### src/rtl/parity_tx.sv
// Parity encoder feeding a FIFO through a 2-entry skid buffer with registered grant.
// Optional PARITY_TX_INJECT_EN adds inject_i / inj_count_o for parity corruption.
module parity_tx #(
  parameter int DATA_WIDTH = 32,
  parameter int EVEN_ODD   = 0,
  parameter int PARITY_BIT = 0,
  parameter int CNT_WIDTH  = 16
) (
  input  logic                  clk,
  input  logic                  rst,
  input  logic [DATA_WIDTH-1:0] data_i,
  input  logic                  valid_i,
  output logic                  grant_o,
  output logic [DATA_WIDTH:0]   data_o,
  output logic                  valid_o,
  input  logic                  grant_i,
`ifdef PARITY_TX_INJECT_EN
  input  logic                  inject_i,
  output logic [CNT_WIDTH-1:0]  inj_count_o,
`endif
  output logic [CNT_WIDTH-1:0]  tx_count_o
);

  localparam logic [1:0] EMPTY = 2'd0;
  localparam logic [1:0] ONE   = 2'd1;
  localparam logic [1:0] FULL  = 2'd2;

  logic [1:0]            state_q, state_d;
  logic [DATA_WIDTH:0]   main_q, main_d;
  logic [DATA_WIDTH:0]   skid_q, skid_d;
  logic                  grant_q;
  logic [CNT_WIDTH-1:0]  cnt_q;
  logic                  in_xfer, out_xfer;
  logic                  inj;
  logic                  par;
  logic [DATA_WIDTH:0]   enc;

`ifdef PARITY_TX_INJECT_EN
  assign inj = inject_i;
`else
  assign inj = 1'b0;
`endif

  assign par = (^data_i) ^ (EVEN_ODD != 0) ^ inj;
  assign enc = (PARITY_BIT == 0) ? {data_i, par} : {par, data_i};

  assign valid_o    = (state_q != EMPTY);
  assign grant_o    = grant_q;
  assign data_o     = main_q;
  assign tx_count_o = cnt_q;
  assign in_xfer    = valid_i & grant_q;
  assign out_xfer   = valid_o & grant_i;

  always_comb begin
    state_d = state_q;
    main_d  = main_q;
    skid_d  = skid_q;
    unique case (state_q)
      EMPTY: begin
        if (in_xfer) begin
          state_d = ONE;
          main_d  = enc;
        end
      end
      ONE: begin
        if (in_xfer && out_xfer) begin
          main_d = enc;
        end else if (in_xfer) begin
          state_d = FULL;
          skid_d  = enc;
        end else if (out_xfer) begin
          state_d = EMPTY;
        end
      end
      FULL: begin
        if (out_xfer) begin
          state_d = ONE;
          main_d  = skid_q;
        end
      end
      default: state_d = EMPTY;
    endcase
  end

  always_ff @(posedge clk) begin
    if (rst) begin
      state_q <= EMPTY;
      main_q  <= '0;
      skid_q  <= '0;
      grant_q <= 1'b0;
      cnt_q   <= '0;
    end else begin
      state_q <= state_d;
      main_q  <= main_d;
      skid_q  <= skid_d;
      grant_q <= (state_d != FULL);
      cnt_q   <= cnt_q + CNT_WIDTH'(out_xfer);
    end
  end

`ifdef PARITY_TX_INJECT_EN
  // Per-entry corruption flags travel alongside the stored words.
  logic                 main_inj_q, main_inj_d;
  logic                 skid_inj_q, skid_inj_d;
  logic [CNT_WIDTH-1:0] inj_cnt_q;

  always_comb begin
    main_inj_d = main_inj_q;
    skid_inj_d = skid_inj_q;
    if (main_d != main_q || state_d != state_q) begin
      if (state_q == FULL && out_xfer) begin
        main_inj_d = skid_inj_q;
      end else if (in_xfer && (state_q == EMPTY || out_xfer)) begin
        main_inj_d = inject_i;
      end
    end
    if (state_q == ONE && in_xfer && !out_xfer) begin
      skid_inj_d = inject_i;
    end
  end

  always_ff @(posedge clk) begin
    if (rst) begin
      main_inj_q <= 1'b0;
      skid_inj_q <= 1'b0;
      inj_cnt_q  <= '0;
    end else begin
      main_inj_q <= main_inj_d;
      skid_inj_q <= skid_inj_d;
      inj_cnt_q  <= inj_cnt_q + CNT_WIDTH'(out_xfer & main_inj_q);
    end
  end

  assign inj_count_o = inj_cnt_q;
`endif

endmodule

### config.mk
export PLATFORM = sky130hd
export DESIGN_NAME = parity_tx
export DESIGN_NICKNAME = d
export VERILOG_FILES = /design/src/rtl/parity_tx.sv
export SDC_FILE = /design/constraint.sdc
export NUM_CORES = 1
export LEC_CHECK = 0
export BUFFER_PORTS_ARGS = -buffer_cell sky130_fd_sc_hd__clkbuf_2
export CELL_PAD_IN_SITES_DETAIL_PLACEMENT = 1
export CELL_PAD_IN_SITES_GLOBAL_PLACEMENT = 2
export CORE_MARGIN = 10
export CORE_UTILIZATION = 31
export DETAILED_ROUTE_END_ITERATION = 6
export PLACE_DENSITY_LB_ADDON = 0.15
export SLEW_MARGIN = 15
export SYNTH_ARGS = -nofsm -noshare
export SYNTH_HDL_FRONTEND = slang
export SYNTH_SLANG_ARGS = --single-unit
### constraint.sdc
create_clock -name clk -period 2.1 [get_ports clk]
set_input_delay 0.105 -clock clk [delete_from_list [all_inputs] [get_ports clk]]
set_output_delay 0.105 -clock clk [all_outputs]
set_load 0.005 [all_outputs]
After elaboration in Yosys (flattened, before gate mapping)
Index checks and enable logic that the tools add are counted.
{"block": "word_totals", "ff_bits": 85, "latch_bits": 0, "ram_bits": 0, "mem_bits_ro": 0, "in_bits": 36, "wordCells": 32, "n_memories": 0}
{"block": "classes", "add_sub_neg": 1, "n_mul": 0, "div": 0, "magnitude_cmp": 0, "eq_ne": 6, "n_shift": 0, "n_mux": 10, "n_bitwise": 3, "n_reduce_logical": 7}
{"cell": "33-bit two-way mux", "count": 3}
{"cell": "33-bit case mux with 3 select lines", "count": 1}
{"cell": "32-bit parity", "count": 1}
{"cell": "16-bit by 1-bit adder with 16-bit output", "count": 1}
{"cell": "2-bit two-way mux", "count": 5}
{"cell": "2-bit inequality test (second input constant)", "count": 4}
{"cell": "2-bit case mux with 3 select lines", "count": 1}
{"cell": "4-bit AND reduction", "count": 1}
{"cell": "3-bit AND reduction", "count": 1}
{"cell": "3-bit nonzero test", "count": 1}
{"cell": "1-bit AND", "count": 2}
{"cell": "2-bit by 1-bit equality test with 1-bit output (second input constant)", "count": 1}
{"cell": "2-bit equality test (second input constant)", "count": 1}
{"cell": "2-bit zero test", "count": 1}
{"cell": "2-bit nonzero test", "count": 1}
{"cell": "1-bit logical AND", "count": 1}
{"cell": "1-bit NOT", "count": 1}

Longest topological paths before layout
{"block": "depth", "depth_word": 7, "ltp_mapped": 10}

Least setup slack after synthesis
No wires, ideal clock.
{"block": "synth_timing", "kind": "register -> register", "startpoint": "reg state_q[1]", "endpoint": "reg cnt_q[15], in the netlist tx_count_o[15]", "setup_ns": 0.128, "arrival_ns": 1.768, "t_required_ns": 1.972, "path_slack_ns": 0.204, "stages_incl_launch_ff": 11, "n_path_buf": 1, "synth_period_minus_slack_ns": 1.896, "cell_sequence": "dfxtp_1 -> buf_2 -> or2_2 -> and2_1 -> ha_1 -> nand3_1 -> nor2_1 -> and3_1 -> nand3_1 -> xor2_1 -> nor2_1"}
{"block": "synth_between", "elab_chain_len": 3}
{"element": "from (decl)", "line_no": "28", "rtl": "logic [1:0] state_q, state_d;"}
{"element": "from (signal assigned)", "line_no": "93", "rtl": "state_q <= state_d;"}
{"element": "2-bit nonzero test", "line_no": "47", "rtl": "assign valid_o = (state_q != EMPTY);"}
{"element": "net valid_o", "line_no": "15", "rtl": "output logic valid_o,"}
{"element": "1-bit AND", "line_no": "52", "rtl": "assign out_xfer = valid_o & grant_i;"}
{"element": "16-bit by 1-bit adder with 16-bit output", "line_no": "97", "rtl": "cnt_q <= cnt_q + CNT_WIDTH'(out_xfer);"}
{"element": "to (signal assigned)", "line_no": "97"}
{"element": "to (decl)", "line_no": "32", "rtl": "logic [CNT_WIDTH-1:0] cnt_q;"}
The timed path passes the listed nets, and every way through them passes these cells.
A chain may end at the register's enable or synchronous reset.

Worst setup path after layout
{"block": "layout_timing", "startpoint": "reg state_q[0]", "endpoint": "reg cnt_q[15], in the netlist tx_count_o[15]"}
{"block": "layout_between", "elab_chain_len": 3}
{"element": "2-bit nonzero test", "line_no": "47"}
{"element": "1-bit AND", "line_no": "52"}
{"element": "16-bit by 1-bit adder with 16-bit output", "line_no": "97"}
No other way between the ends.

==> results.cfg <==
[clock_tree]
cts_hold_buffers = 0
cts.clk_slew.worst_paths_ns = 0.06
htree_levels = 3
cts_buffers = 9
root_buffer = clkbuf_16
tritoncts = done
cts_sinks = 85
clk_latency_ns = 0.33
cts.path.max_buffers = 2
cts_setup_buffers = 0

[pwr]
irDropWorstVdd_mv = 0.295
power_density_mw_per_mm2 = 824
leakagePower_nw = 1.95
power_mw = 3.73

[synthesis]
synth_fp_nets = 453
synth_seq_cells = 85
netlist_instances = 415
ys_seq_area_share_pct = 46.7
yosysWarnings = 0
synth_area_per_cell_sq_um = 8.77
synth.distinct_cells = 28
synth.cell_area_sq_mm = 0.00364

[drt]
drt_first_pass_iters = 4
wl_met2_mm = 4.51
highest_layer = met4
wl_mm = 9.87
ant_nets = 0
drt_iter0_markers = 111
wl_per_cell_um = 15.5
dr_wl_met3_um = 569
wl_met1_mm = 4.66
via_per_inst = 4.81
vias = 3067
drc_errors = 0

[place]
port_buffers = 86
hpwl_mm = 6.82
gp_congestion = 0.693

[critical_path]
start_kind = flip-flop
reg2reg_depth = 9
crit_slowest_cell = dfxtp_1
crit_required_ns = 2.32
worstSetupStartpoint = state_q[0]
end_kind = flip-flop
path_class = reg2reg
path_max_fanout = 6
critPathArrivalTime_ns = 2.12
cp_top_family = simple AND/OR/NAND/NOR gates
r2r-start = state_q[0]
reg2reg_slack_ns = 0.20
cp_slowest_stage_delay_ns = 0.35
crit_end = tx_count_o[15]
cp_num_buf_inv = 0
timing.rr.end = tx_count_o[15]
crit_chain = or2_2, and2_1, ha_1, nand3_1, nor2_1, and3_1, nand3_1, xor2_1, nor2_1
cp.depth = 9

[min_path]
min_path_type = in2reg

[sta]
rsz0062_at_grt = no
slew_headroom_pct = 59.4
final_max_slew_viol_count = 0
timing.final.crit_share_pct = 90.6
fmax_ghz = 0.525
worstMarginPinSlew_ns = 0.609
tns_ns = 0
setup_viol = 0
hold_viol_final = 0
finClkSkew_ns = 0.00627
min_period_ns = 1.90

[die]
die_y_um = 128
dieArea_sq_mm = 0.0165
rows = 39
floorplan.initialDensity_pct = 31.8
die_x_um = 128
ios = 87
core_sq_mm = 0.0115

[layout]
area_growth_syn_to_layout_pct = 24.2
drive_gt1_share_pct = 22.6
nets = 529
fill_cells = 1349
n_antenna_cell = 0
final_util_pct = 39.4

[global_routing]
grt_start_max_net_pins = 66
grt-ovfl-total = 0
antenna_found_initial = 0
grt_pass1_vias = 3113
grt_pass1_wl_mm = 16.0
grt_usage_pct = 12.0

[status]
status = complete, no violations

[flow_run]
maxCapViolCount = 0
cell families after synthesis:
family,count (synthesis),synth area share [%]
adders and majority gates,2,0.687
buffers and inverters,29,3.54
DFF,85,46.7
muxes,32,8.80
xor gates and xnor gates,43,10.3
AOI/OAI and AO/OA,76,13.0
and+or+nand+nor,148,16.9
routing by layer:
layer | GRT usage (%) | vias to the layer above
met5 | 0 | -
met4 | 5.17 | 0
met3 | 3.57 | 10
met2 | 18.6 | 55
met1 | 15.0 | 1451
li1 | - | 1551
cell type report:
cell class	instances	area [sq um]	share of cell area [%]
inverters	1	3.75	0.0830
clock inverters	1	5.00	0.111
well taps	143	179	3.96
clock buffers	14	274	6.06
multi-input cells	301	1820	40.4
flip-flops and latches	85	1700	37.6
repair buffers	93	533	11.8
worst min-delay path by stage:
stage | from | to | slack (ns) | cells after the start
5_1_grt | data_i[22] | skid_q[23] | 0.02 | 3
3_5_place_dp | data_i[19] | skid_q[20] | 0.38 | 3
6_report | data_i[19] | skid_q[20] | 0.03 | 3
4_1_cts | data_i[19] | skid_q[20] | 0.02 | 3
3_3_place_gp | data_i[9] | skid_q[10] | 0.37 | 3
2_1_floorplan | grant_i | grant_o | 0.23 | 2
cells in the mapped netlist:
master / number / area, sq um
and2_1: 1 / 6.26
nor3_2: 1 / 10.0
clkbuf_1: 12 / 45.0
and3_1: 1 / 6.26
xnor2_1: 31 / 272
nor2b_1: 3 / 18.8
nor3_1: 1 / 5.00
or2_2: 1 / 6.26
o22a_1: 1 / 8.76
nand2_1: 72 / 270
xor2_1: 12 / 105
ha_1: 2 / 25.0
nand3_1: 5 / 25.0
nor2_1: 52 / 195
a21oi_1: 37 / 185
inv_1: 1 / 3.75
buf_2: 16 / 80.1
nand2b_1: 2 / 12.5
a211oi_1: 32 / 240
dfxtp_1: 85 / 1700
a211oi_2: 1 / 12.5
or3_1: 3 / 18.8
nor3b_1: 1 / 7.51
nand3b_1: 1 / 7.51
o21ai_0: 3 / 15.0
nand4_1: 4 / 25.0
mux2i_1: 32 / 320
a31oi_1: 2 / 12.5
worst min-delay path: stages:
cell	delay, ns
clkbuf_2	0.11
nand2_1	0.06
a21oi_1	0.05
layout by cell type, fill, tap and decap left out, types with 3 or more instances in the layout:
master / n
nand2_1: 71
buf_12: 4
clkbuf_16: 9
or3_1: 3
xor2_1: 12
mux2i_1: 32
nor2_1: 51
nor2b_1: 3
clkbuf_2: 85
buf_4: 3
nand3_1: 5
clkbuf_8: 3
xnor2_1: 31
nand4_1: 4
a211oi_1: 32
o21ai_0: 3
a21oi_1: 37
dfxtp_1: 85
metrics by stage:
step	instances	hold WS (ns)	worst slack [ns]	area, sq um
after floorplan	415	0.229	0.204	3640
after global placement	623	0.367	0.224	4240
after detailed placement	623	0.378	0.193	4240
after CTS	638	0.0176	0.182	4520
after global routing	638	0.0246	0.0157	4520
final	638	0.0308	0.197	4520
flip-flops by register name, indices dropped and copies added (netlist names):
name,cells
data_o,33
grant_o,1
state_q,2
tx_count_o,16
skid_q,33
repair_timing:
item / 4_1_cts / 5_1_grt
hold endpoints to repair: 0 / 0
gates resized for setup: 0 / 1
setup endpoints to repair: 0 / 1
report_power, final:
group	internal, mW	switching, mW	total [mW]	leakage, nW
registers	1.68	0.0368	1.71	0.692
logic	0.231	0.273	0.504	1.11
clock network	0.892	0.619	1.51	0.139
No activity file was read; power rests on OpenSTA's default activity.
